**src/rtl/square_pkg.sv**
```systemverilog
// Shared types and constants for the iterative squarer and its sqrt round-trip partner.
package square_pkg;

  localparam int SQ_W = 8;

  typedef enum logic [1:0] {
    IDLE = 2'd0,
    CALC = 2'd1,
    DONE = 2'd2
  } state_t;

endpackage

```
**src/rtl/square_seq.sv**
```systemverilog
// Iterative shift-add squarer: one partial product per clock, result on the DONE pulse.
// Build option SQUARE_EARLY_EXIT_EN ends CALC once the remaining multiplier bits are all zero.
module square_seq
  import square_pkg::*;
#(
  parameter int W = SQ_W
) (
  input  logic           clock,
  input  logic           reset,
  input  logic           start,
  input  logic [W-1:0]   raiz,
  output logic           busy,
  output logic           endop,
  output logic [2*W-1:0] valor,
  output state_t         dbg_state
);

  localparam int CW = (W > 1) ? $clog2(W) : 1;

  // Handshake: start is a request that is taken only in IDLE; while busy it is
  // ignored (never queued). endop pulses for one cycle with valor already valid.
  state_t           state_q, state_d;
  logic [2*W-1:0]   acc_q, acc_d;
  logic [2*W-1:0]   mcand_q, mcand_d;
  logic [W-1:0]     mplier_q, mplier_d;
  logic [CW-1:0]    cnt_q, cnt_d;
  logic [2*W-1:0]   valor_q, valor_d;
  logic [2*W-1:0]   sum;
  logic             last_iter;

  always_ff @(posedge clock) begin
    if (reset) begin
      state_q  <= IDLE;
      acc_q    <= '0;
      mcand_q  <= '0;
      mplier_q <= '0;
      cnt_q    <= '0;
      valor_q  <= '0;
    end else begin
      state_q  <= state_d;
      acc_q    <= acc_d;
      mcand_q  <= mcand_d;
      mplier_q <= mplier_d;
      cnt_q    <= cnt_d;
      valor_q  <= valor_d;
    end
  end

  // The sum includes this iteration's partial product so the final write needs no extra cycle.
  assign sum = mplier_q[0] ? (acc_q + mcand_q) : acc_q;

`ifdef SQUARE_EARLY_EXIT_EN
  assign last_iter = (cnt_q == CW'(W - 1)) || ((mplier_q >> 1) == '0);
`else
  assign last_iter = (cnt_q == CW'(W - 1));
`endif

  always_comb begin
    state_d  = state_q;
    acc_d    = acc_q;
    mcand_d  = mcand_q;
    mplier_d = mplier_q;
    cnt_d    = cnt_q;
    valor_d  = valor_q;
    unique case (state_q)
      IDLE: begin
        if (start) begin
          mcand_d  = {{W{1'b0}}, raiz};
          mplier_d = raiz;
          acc_d    = '0;
          cnt_d    = '0;
          state_d  = CALC;
        end
      end
      CALC: begin
        acc_d    = sum;
        mcand_d  = mcand_q << 1;
        mplier_d = mplier_q >> 1;
        cnt_d    = cnt_q + 1'b1;
        if (last_iter) begin
          valor_d = sum;
          state_d = DONE;
        end
      end
      DONE: begin
        state_d = IDLE;
      end
      default: begin
        state_d = IDLE;
      end
    endcase
  end

  assign busy      = (state_q != IDLE);
  assign endop     = (state_q == DONE);
  assign valor     = valor_q;
  assign dbg_state = state_q;

endmodule

```
**config.mk**
```make
export PLATFORM = sky130hd
export DESIGN_NAME = square_seq
export DESIGN_NICKNAME = d
export VERILOG_FILES = /design/src/rtl/square_pkg.sv /design/src/rtl/square_seq.sv
export SDC_FILE = /design/constraint.sdc
export NUM_CORES = 1
export LEC_CHECK = 0
export CAP_MARGIN = 15
export CORE_UTILIZATION = 45
export CTS_CLUSTER_SIZE = 8
export DETAILED_ROUTE_END_ITERATION = 8
export PLACE_DENSITY = 0.65
export SLEW_MARGIN = 25
export SYNTH_ARGS = -nofsm -noshare
export SYNTH_HDL_FRONTEND = slang
export SYNTH_SLANG_ARGS = --single-unit
export TNS_END_PERCENT = 20
```
**constraint.sdc**
```tcl
create_clock -name clock -period 5.65 [get_ports clock]
set_input_delay 1.13 -clock clock [delete_from_list [all_inputs] [get_ports clock]]
set_output_delay 1.13 -clock clock [all_outputs]
set_load 0.02 [all_outputs]
```
# Word level (Yosys, flattened, before mapping)
# Index checks and enable logic that the tools add are counted.
# word_totals
wordCells	31
output_inout_bits	20
input_bits	11
ff_bits	61
# classes
addsub	2
n_mux	12
n_eq_ne	5
n_reduce_logical	6
# op_table
cell	count
case mux 16 bit (2 select lines)	2
two-way mux 16 bit	3
adder 16 bit	1
case mux 8 bit (2 select lines)	1
two-way mux 8 bit	1
case mux 3 bit (2 select lines)	1
AND reduction 2 bit	3
two-way mux 2 bit	2
!= test 2 bit (second input constant)	2
case mux 2 bit (2 select lines)	1
nonzero test 2 bit	2
adder 3 x 1 -> 3 bit (second input constant)	1
equality test 3 bit (second input constant)	1
two-way mux 3 bit	1
equality test 2 x 1 -> 1 bit (second input constant)	1
equality test 2 bit (second input constant)	1
zero test 2 bit	1

# Logic depth before layout (Yosys ltp)
# depth
word_depth	3
depth_mapped	8
mapped_depth_nobuf	8

# Worst setup path after synthesis
# OpenSTA, ideal clock, no wires.
# synth_timing
kind	flip-flop to flip-flop
from	reg acc_q[0]
to	reg acc_q[12]
path_slack_ns	3.456
t_required_ns	5.533
arrival_ns	2.078
setup_ns	0.117
stages_incl_launch_ff	9
path_cell_list	dfxtp_1 ha_1 fa_1 a21o_1 a311o_1 a31o_1 a21oi_2 xnor2_1 a22o_1
# synth_between
elab_chain_len	3
# synth_lines
element	line_no	source
from (decl)	square_seq.sv:23	logic [2*W-1:0] acc_q, acc_d;
from (signal assigned)	square_seq.sv:34	acc_q <= '0;
from (signal assigned)	square_seq.sv:41	acc_q <= acc_d;
adder 16 bit	square_seq.sv:50	assign sum = mplier_q[0] ? (acc_q + mcand_q) : acc_q;
two-way mux 16 bit	square_seq.sv:50	
case mux 16 bit (2 select lines)	square_seq.sv:65	unique case (state_q)
# Every way passes these cells.
# A chain may end at the register's enable or synchronous reset.

# Worst setup path after layout
# layout_timing
from	reg state_q[0] (netlist: dbg_state[0])
to	reg valor_q[13] (netlist: valor[13])
# layout_between
elab_chain_len	2
# layout_lines
element	line_no	source
from (decl)	square_seq.sv:22	state_t state_q, state_d;
from (signal assigned)	square_seq.sv:40	state_q <= state_d;
equality test 2 x 1 -> 1 bit	square_seq.sv:65	
AND reduction 2 bit (no source line)	n/a	
to (signal assigned)	square_seq.sv:45	valor_q <= valor_d;
to (decl)	square_seq.sv:27	logic [2*W-1:0] valor_q, valor_d;
# Every way passes these cells.

==> results.cfg <==
[placement]
place_congestion = 0.910
dp_slack_ns = 2.77
dp_hpwl_um = 5320
portBuffers = 30
placed_area_um2 = 3590

[critical_path]
crit_family = simple AND/OR/NAND/NOR gates
crit_path_end_kind = register
critical_path_class = reg2reg
reg2reg_from = dbg_state[0]$_SDFFE_PP0P_
worstSetupEndpoint = valor[13]$_SDFFE_PP0P_
crit_path_start = dbg_state[0]$_SDFFE_PP0P_
critPathLaunchType = register
r2r_cells = 6
max_stage_delay_ns = 0.59
cp_slowest_cell = nor2b_2
worst-path-max-fanout = 24
crit_chain = nor2b_2, buf_4, nand2_1, or3_1, o21ai_0, nor4_1
required_ns = 5.85
r2r-end = valor[13]$_SDFFE_PP0P_
critPathArrivalTime_ns = 3.01
path_depth = 6
path_buf_inv = 1
reg2reg_slack_ns = 2.84

[routing]
antenna_left = 0
post_drt_wl_per_cell_um = 16.1
dr.pass1.iters = 6
drc = 0
drtIter0Drc = 213
wl_um = 7910
vias = 2903
viasPerCell = 5.91

[floorplan]
start_util_pct = 47.0
die_area_um2 = 7520
die_h_um = 86.7
core_area_um2 = 6870
die_w_um = 86.7
rows = 30
ios = 31

[synth]
synth_edf_count = 0
synth_top_area_share_pct = 37.8
synth_area_um2 = 3230
yosysWarnings = 0
synth-main-ff-cell = dfxtp_1
syn_nets = 397
synth_common_cells = dfxtp_1, nor2_1, a21oi_1, nand2_1, clkbuf_1
yosysMostFrequentCell = dfxtp_1
ys_seq_area_share_pct = 37.8
synth_area_leader_cell = dfxtp_1
ys_types = 63
synth_seq_cells = 61
async_flop_share_pct = 0
synth_area_leaders = dfxtp_1, ha_1, nor2_1
synth.avg_cell_area_um2 = 8.78
synth_cells = 368

[flow_run]
cap_viol_max_count = 0

[sta]
rsz0062_at_grt = no
maxSlewHeadroom_pct = 40.0
hold_viol_final = 0
finalMaxSlewViolations = 0
fin_skew_ns = 0.0106
finalCritPeriodShare_pct = 49.8
fmaxAchievable_mhz = 356
hold_ws_ns = 0.450
fin_setup_tns_ns = 0
finalSetupViolCount = 0
fin_ws_ns = 2.84
period_minus_slack_ns = 2.81
worst_slew_pin_slew_ns = 0.896

[power]
power_mw = 0.919
p_per_area_nw_per_um2 = 243
leakage_nw = 1.48
ir_drop_uv = 134

[layout]
nets = 419
syn_to_final_growth_pct = 17.2
design_area_um2 = 3780
drive_gt1_share_pct = 10.9
multiInputGateArea_um2 = 1900
ff_latch_area_um2 = 1220
fill_cells = 627
diodes = 0

[clocking]
cts_resized = 0
cts_sinks = 61
post_cts_buffers = 0
cts_tree = done
clock_path_buffers = 2
cts.clk_slew.worst_paths_ns = 0.07
htreeDepth = 3
cts-root-buf = clkbuf_8
hold_buffers = 0
insertion_delay_ns = 0.35
cts_buffers = 9

[global_route]
grt_overflow_total = 0
grt_max_degree = 60
grt_pass1_wl_um = 13000
antenna_found_initial = 0
grt_pass1_vias = 2585
grtUsageTotal_pct = 22.5

[run_status]
status = finished, final reports clean

[min_path]
hold_class = reg2reg
-- flip-flops by register name, summed over array words and instances, names as in the netlist --
name,cells
acc_q,16
mcand_q,16
valor,16
mplier_q,8
cnt_q,3
dbg_state,2
-- through the flow --
| stage | instances | utilization [%] |
|---|---|---|
| floorplan | 368 | - |
| global placement | 475 | 52.3 |
| detailed placement | 475 | 52.3 |
| CTS | 491 | 55.1 |
| global route | 491 | 55.1 |
| finish | 491 | 55.1 |
-- worst min path at each step --
| stage | cells past startpoint | start | slack, ns | endpoint |
|---|---|---|---|---|
| finish | 2 | valor[3]$_SDFFE_PP0P_ | 0.45 | valor[3]$_SDFFE_PP0P_ |
| global route | 2 | valor[3]$_SDFFE_PP0P_ | 0.47 | valor[3]$_SDFFE_PP0P_ |
| CTS | 2 | valor[3]$_SDFFE_PP0P_ | 0.45 | valor[3]$_SDFFE_PP0P_ |
| detailed placement | 2 | valor[3]$_SDFFE_PP0P_ | 0.45 | valor[3]$_SDFFE_PP0P_ |
| global placement | 2 | valor[3]$_SDFFE_PP0P_ | 0.44 | valor[3]$_SDFFE_PP0P_ |
| floorplan | 2 | acc_q[11]$_SDFFE_PP0P_ | 0.45 | acc_q[11]$_SDFFE_PP0P_ |
-- cells by family (layout without fill, tap and decap cells) --
kind of cell / count (synthesis) / after routing / share of synthesized area [%]
xor+xnor: 6 / 6 / 1.63
buf+inv: 31 / 58 / 3.68
simple gates: 124 / 124 / 18.1
fa+ha+maj: 18 / 18 / 7.20
compound gates: 121 / 121 / 29.2
flops: 61 / 61 / 37.8
mux: 7 / 7 / 2.40
-- area by class of cell --
cell class | instances | share of cell area, %
clock buffer | 11 | 3.74
clock inverter | 5 | 1.32
inverter | 8 | 0.793
multi-input combinational | 276 | 50.1
sequential | 61 | 32.3
tap | 96 | 3.17
timing repair buffer | 34 | 8.60
-- metal layers --
metal  share of wire (%)  global-route usage, %  vias to the layer above
li1                    -                      -                     1435
met1                  51                   32.2                     1384
met2                  43                   33.5                       74
met3                 4.5                   4.67                       10
met4                 1.4                   8.18                        0
met5                   0                      0                        -
-- layout by cell type (no fill, tap or decap), types with 3 or more instances in the layout --
cell              n
nand2_1          24
nand3b_1          3
a222oi_1         12
nor2b_1           3
mux2i_1           4
clkbuf_8         10
nor2_1           51
o21ai_0           6
a22oi_1          15
and3_1            3
nand4_1           3
and2_1            4
nor3_1           12
a211oi_1          5
a31oi_1           6
a211o_1           5
a32oi_1           6
a21o_1            9
dfxtp_1          61
or2_2             3
or3_1             3
clkdlybuf4s50_1  29
clkinv_2          4
ha_1             17
xnor2_1           4
nand3_1           7
buf_4             4
a21oi_1          24
inv_1             7
-- worst min-delay path, stage by stage, from the launching register on --
cell and delay [ns]:
dfxtp_1 0.31, nand2_1 0.05, a21oi_1 0.05
-- power by group --
| part | switching, mW | leakage, nW | internal [mW] |
|---|---|---|---|
| Clock | 0.172 | 0.103 | 0.213 |
| Combinational | 0.0546 | 0.881 | 0.0311 |
| Sequential | 0.00860 | 0.494 | 0.439 |
Note: power is estimated with default switching activity, not from simulation.
